### src/rtl/comp_seq_ctrl.sv
// Wide equality compare sequenced through one shared 4-bit equality slice, LSB nibble first.
// Latency: NIB+1 cycles from accepted start to done (m+2 on early exit at nibble m).
// Backpressure: start is accepted only in IDLE; requests while busy are dropped, not queued.
module comp_seq_ctrl #(
   parameter int WIDTH      = 16,
   parameter bit EARLY_EXIT = 1'b1,
   localparam int NIB = WIDTH / 4,
   localparam int IW  = (NIB > 1) ? $clog2(NIB) : 1
) (
   input  logic             clk,
   input  logic             rst_n,
   input  logic             start,
   input  logic [WIDTH-1:0] a,
   input  logic [WIDTH-1:0] b,
   output logic [3:0]       slice_a,
   output logic [3:0]       slice_b,
   input  logic             slice_eq,
   output logic             busy,
   output logic             done,
   output logic             a_eq_b,
   output logic [IW-1:0]    mism_idx
);

   typedef enum logic [1:0] {
      IDLE = 2'd0,
      CMP  = 2'd1,
      DONE = 2'd2
   } state_t;

   state_t           state_q, state_d;
   logic [WIDTH-1:0] a_sh_q, a_sh_d;
   logic [WIDTH-1:0] b_sh_q, b_sh_d;
   logic [IW-1:0]    cnt_q, cnt_d;
   logic             mis_seen_q, mis_seen_d;
   logic             run_eq_q, run_eq_d;
   logic [IW-1:0]    mis_idx_q, mis_idx_d;
   logic             busy_q, busy_d;
   logic             done_q, done_d;
   logic             a_eq_b_q, a_eq_b_d;
   logic [IW-1:0]    mism_idx_q, mism_idx_d;
   logic             last_nib;
   logic             nib_mis;

   assign last_nib = (cnt_q == IW'(NIB - 1));
   assign nib_mis  = ~slice_eq;

   // Next-state and datapath: load on start, shift one nibble per CMP cycle, publish result on exit.
   always_comb begin
      state_d    = state_q;
      a_sh_d     = a_sh_q;
      b_sh_d     = b_sh_q;
      cnt_d      = cnt_q;
      mis_seen_d = mis_seen_q;
      run_eq_d   = run_eq_q;
      mis_idx_d  = mis_idx_q;
      done_d     = 1'b0;
      a_eq_b_d   = a_eq_b_q;
      mism_idx_d = mism_idx_q;
      case (state_q)
         IDLE: begin
            if (start) begin
               a_sh_d     = a;
               b_sh_d     = b;
               cnt_d      = '0;
               mis_seen_d = 1'b0;
               run_eq_d   = 1'b1;
               mis_idx_d  = '0;
               state_d    = CMP;
            end
         end
         CMP: begin
            a_sh_d = a_sh_q >> 4;
            b_sh_d = b_sh_q >> 4;
            cnt_d  = cnt_q + IW'(1);
            // Only the lowest mismatching nibble is recorded, even on a full scan.
            if (nib_mis && !mis_seen_q) begin
               mis_seen_d = 1'b1;
               run_eq_d   = 1'b0;
               mis_idx_d  = cnt_q;
            end
            if (last_nib || (EARLY_EXIT && nib_mis)) begin
               state_d    = DONE;
               done_d     = 1'b1;
               a_eq_b_d   = run_eq_d;
               mism_idx_d = mis_idx_d;
            end
         end
         DONE: begin
            state_d = IDLE;
         end
         default: begin
            state_d = IDLE;
         end
      endcase
      busy_d = (state_d != IDLE);
   end

   // State and registered outputs; reset aborts any compare in flight.
   always_ff @(posedge clk or negedge rst_n) begin
      if (!rst_n) begin
         state_q    <= IDLE;
         a_sh_q     <= '0;
         b_sh_q     <= '0;
         cnt_q      <= '0;
         mis_seen_q <= 1'b0;
         run_eq_q   <= 1'b0;
         mis_idx_q  <= '0;
         busy_q     <= 1'b0;
         done_q     <= 1'b0;
         a_eq_b_q   <= 1'b0;
         mism_idx_q <= '0;
      end else begin
         state_q    <= state_d;
         a_sh_q     <= a_sh_d;
         b_sh_q     <= b_sh_d;
         cnt_q      <= cnt_d;
         mis_seen_q <= mis_seen_d;
         run_eq_q   <= run_eq_d;
         mis_idx_q  <= mis_idx_d;
         busy_q     <= busy_d;
         done_q     <= done_d;
         a_eq_b_q   <= a_eq_b_d;
         mism_idx_q <= mism_idx_d;
      end
   end

   assign slice_a  = (state_q == CMP) ? a_sh_q[3:0] : 4'h0;
   assign slice_b  = (state_q == CMP) ? b_sh_q[3:0] : 4'h0;
   assign busy     = busy_q;
   assign done     = done_q;
   assign a_eq_b   = a_eq_b_q;
   assign mism_idx = mism_idx_q;

endmodule

### config.mk
export PLATFORM = sky130hd
export DESIGN_NAME = comp_seq_ctrl
export DESIGN_NICKNAME = d
export VERILOG_FILES = /design/src/rtl/comp_seq_ctrl.sv
export SDC_FILE = /design/constraint.sdc
export NUM_CORES = 1
export LEC_CHECK = 0
export ABC_AREA = 0
export CAP_MARGIN = 5
export CORE_UTILIZATION = 28
export CTS_BUF_LIST = sky130_fd_sc_hd__clkbuf_2
export CTS_CLUSTER_SIZE = 12
export DETAILED_ROUTE_END_ITERATION = 10
export PLACE_DENSITY = 0.57
export SYNTH_ARGS = -nofsm -noshare
export SYNTH_HDL_FRONTEND = slang
export SYNTH_SLANG_ARGS = --single-unit
### constraint.sdc
create_clock -name clk -period 1.4 [get_ports clk]
set_input_delay 0.42 -clock clk [delete_from_list [all_inputs] [get_ports clk]]
set_output_delay 0.42 -clock clk [all_outputs]
set_load 0.05 [all_outputs]
==> results.yml <==
outcome:
  outcome: "finished, violations left"
  failed_checks: "negative setup slack"
critical_path:
  startpoint_type: "flip-flop"
  reg2reg_to: "a_sh_q[9]"
  arrival_ps: 1490
  worstPathRequired_ps: 980
  path_max_fanout: 7
  rr_startpoint: "state_q[0]"
  crit_path_end_kind: "output port"
  path_class: "flip-flop to output port"
  rrSetupSlack_ps: -130
  reg2reg_depth: 8
timing:
  fmax_ghz: 0.522
  final-hold-violation-count: 0
  tightest_slew_ps: 415
  hold_ws_ps: 436
  finalMaxSlewViolations: 0
  layout_min_cycle_time_ps: 1910
  rsz0062_at_grt: "yes"
  setup_violations: 25
  period_share_pct: 137
  fin_worst_skew_ps: 12.0
  fin_ws_ps: -514
  relSlewSlack_pct: 72.3
synth:
  synth_warnings: 0
  synth-edff-count: 0
  netlist-cell-type-count: 30
  avgSynthCellArea_um2: 10.5
  ys_async_sr_fraction_pct: 100
  syn_inst: 232
  synth_common_cells: "dfrtp_1 (45), nor2b_1 (30), o21ai_1 (29)"
  netlist.top_cell.by_area: "dfrtp_1"
  syn-cell-area_mm2: 0.00244
  ys.flop_type: "dfrtp_1"
  ys_top_cells_by_area: "dfrtp_1 (46%), a21oi_2 (9.7%), nor2b_1 (7.7%)"
  synth.most_common_cell: "dfrtp_1"
  synth-seq-cells: 45
  syn-num-nets: 269
  synth-seq-area-share_pct: 46.1
  synth.top_cell.area_share_pct: 46.1
routing:
  first_iter_violations: 88
  wire_per_inst_um: 14.2
  drt_first_pass_iters: 4
  wl_mm: 5.83
  via_per_inst: 4.80
  route.detailed.drc: 0
  ant_nets: 0
  dr_total_vias: 1970
grt:
  grt_pass1_vias: 1937
  grt_pass1_wl_mm: 9.79
  groute.usage.overall_pct: 14.1
  antenna_found_initial: 0
  grt_max_degree: 30
  gr-total-overflow: 0
pwr:
  power.leakage_nw: 1.43
  p_per_area_mw_per_mm2: 1780
  ir_worst_vdd_v: 0.000934
  fin_total_pwr_w: 0.00628
place:
  hpwl_mm: 3.91
  io_buffers: 48
  place_congestion: 0.781
  placed_cell_area_mm2: 0.00328
layout:
  drive_gt1_share_pct: 39.3
  fin_util_pct: 42.3
  areaGrowthSynthToFinish_pct: 44.2
  fin_area_mm2: 0.00352
  fin_nets: 341
  diodes: 0
clock_network:
  htreeDepth: 2
  path_clk_slew_ps: 230
  insertion_delay_ps: 410
  cts_buffers: 5
  cts_root_buf: "clkbuf_2"
  cts_tree: "done"
  clk_path_buf_depth: 2
  numClockSinks: 45
floorplanning:
  die_area_mm2: 0.00910
  die_w_um: 95.4
  fp-row-count: 33
  io_pins: 49
  die_y_um: 95.4
  core_area_mm2: 0.00834
  start_util_pct: 29.3
job:
  cap_viol_max_count: 0
min_path:
  hold_class: "input pin to async pin"
-- timing repair --
action	4_1_cts	5_1_grt
pin swaps	4	4
endpoints found under the setup margin	15	33
gates cloned	1	0
endpoints found under the hold margin	12	0
gates resized for setup	9	14
setup buffers	7	2
hold buffers	1	0
-- cell families (layout without fill, tap and decap cells) --
family	after synthesis	after routing	share of synthesized area, %
AND/OR/NAND/NOR	59	59	14.5
adder cells (fa/ha/maj)	1	1	0.512
buffers and inverters	21	94	6.91
AO/OA/AOI/OAI	101	101	29.7
flip-flops	45	45	46.1
multiplexers	5	5	2.25
-- layout make-up --
cell class / instances / area, um^2
Timing Repair Buffer: 84 / 958
Inverter: 2 / 7.51
Fill cell: 839 / 4820
Tap cell: 105 / 131
Multi-Input combinational cell: 166 / 1240
Sequential cell: 45 / 1130
Clock inverter: 2 / 33.8
Clock buffer: 6 / 30.0
-- cells in the final DEF, fill, tap and decap left out --
master / synthesis / final
a21oi_1: 5 / 5
a21oi_2: 27 / 27
a22o_1: 1 / 1
a22oi_1: 18 / 6
a22oi_2: 6 / 18
a32o_1: 2 / 2
and2_4: 0 / 8
and2b_1: 5 / 4
and2b_2: 0 / 1
buf_12: 2 / 17
buf_2: 1 / 1
buf_4: 2 / 23
buf_6: 5 / 8
bufinv_16: 0 / 1
clkbuf_2: 0 / 6
clkdlybuf4s50_1: 0 / 34
clkinv_1: 0 / 1
dfrtp_1: 45 / 45
dlygate4sd3_1: 0 / 1
ha_1: 1 / 1
inv_1: 2 / 2
mux2_2: 4 / 4
mux2i_1: 1 / 1
nand2_1: 9 / 9
nand2b_4: 1 / 1
nor2_1: 4 / 4
nor2_2: 1 / 1
nor2_4: 1 / 1
nor2b_1: 30 / 29
nor2b_4: 0 / 1
o21ai_0: 8 / 7
o21ai_1: 29 / 30
o21ai_2: 2 / 2
o21bai_1: 1 / 1
o31ai_1: 2 / 2
-- report_power, final --
group	switching (W)	total [W]	internal, W	leakage [nW]
Combinational	0.00155	0.00327	0.00172	0.819
Clock	0.000420	0.000725	0.000304	0.0406
Sequential	0.000479	0.00229	0.00181	0.571
-- state kept, by name, summed over array words and instances (netlist names) --
register    count
done            1
state_q         2
mis_idx_q       2
b_sh_q         16
run_eq_q        1
busy            1
a_eq_b          1
mis_seen_q      1
cnt_q           2
a_sh_q         16
mism_idx        2
-- stage by stage --
| stage | setup slack [ps] | TNS, ps | cells |
|---|---|---|---|
| after global routing | -608 | -6810 | 410 |
| after global placement | -364 | -9180 | 391 |
| final | -514 | -4960 | 410 |
| after detailed placement | -396 | -10620 | 391 |
| after CTS | -565 | -5200 | 408 |
| after floorplan | -132 | -1060 | 232 |
-- how the worst max path moves through the flow --
stage                     from  cells after the start           to
floorplan           state_q[0]                      5   slice_a[0]
global placement      slice_eq                      4  mism_idx[1]
detailed placement    slice_eq                      4  mism_idx[1]
CTS                 state_q[1]                      4   slice_a[0]
global route        state_q[1]                      4   slice_a[0]
finish              state_q[1]                      4   slice_a[0]
-- layer usage --
layer | track usage (%) | wire, um
met5 | 0 | 0
met2 | 22.4 | 2730
met1 | 19.4 | 2770
met3 | 3.27 | 277
met4 | 3.36 | 54
-- worst max-delay path, cell delays in order, from the launching register on --
cell     delay (ps)
dfrtp_1         430
and2b_2         240
buf_6           140
and2_4          150
buf_12          130
(Power assumes the default switching activity.)
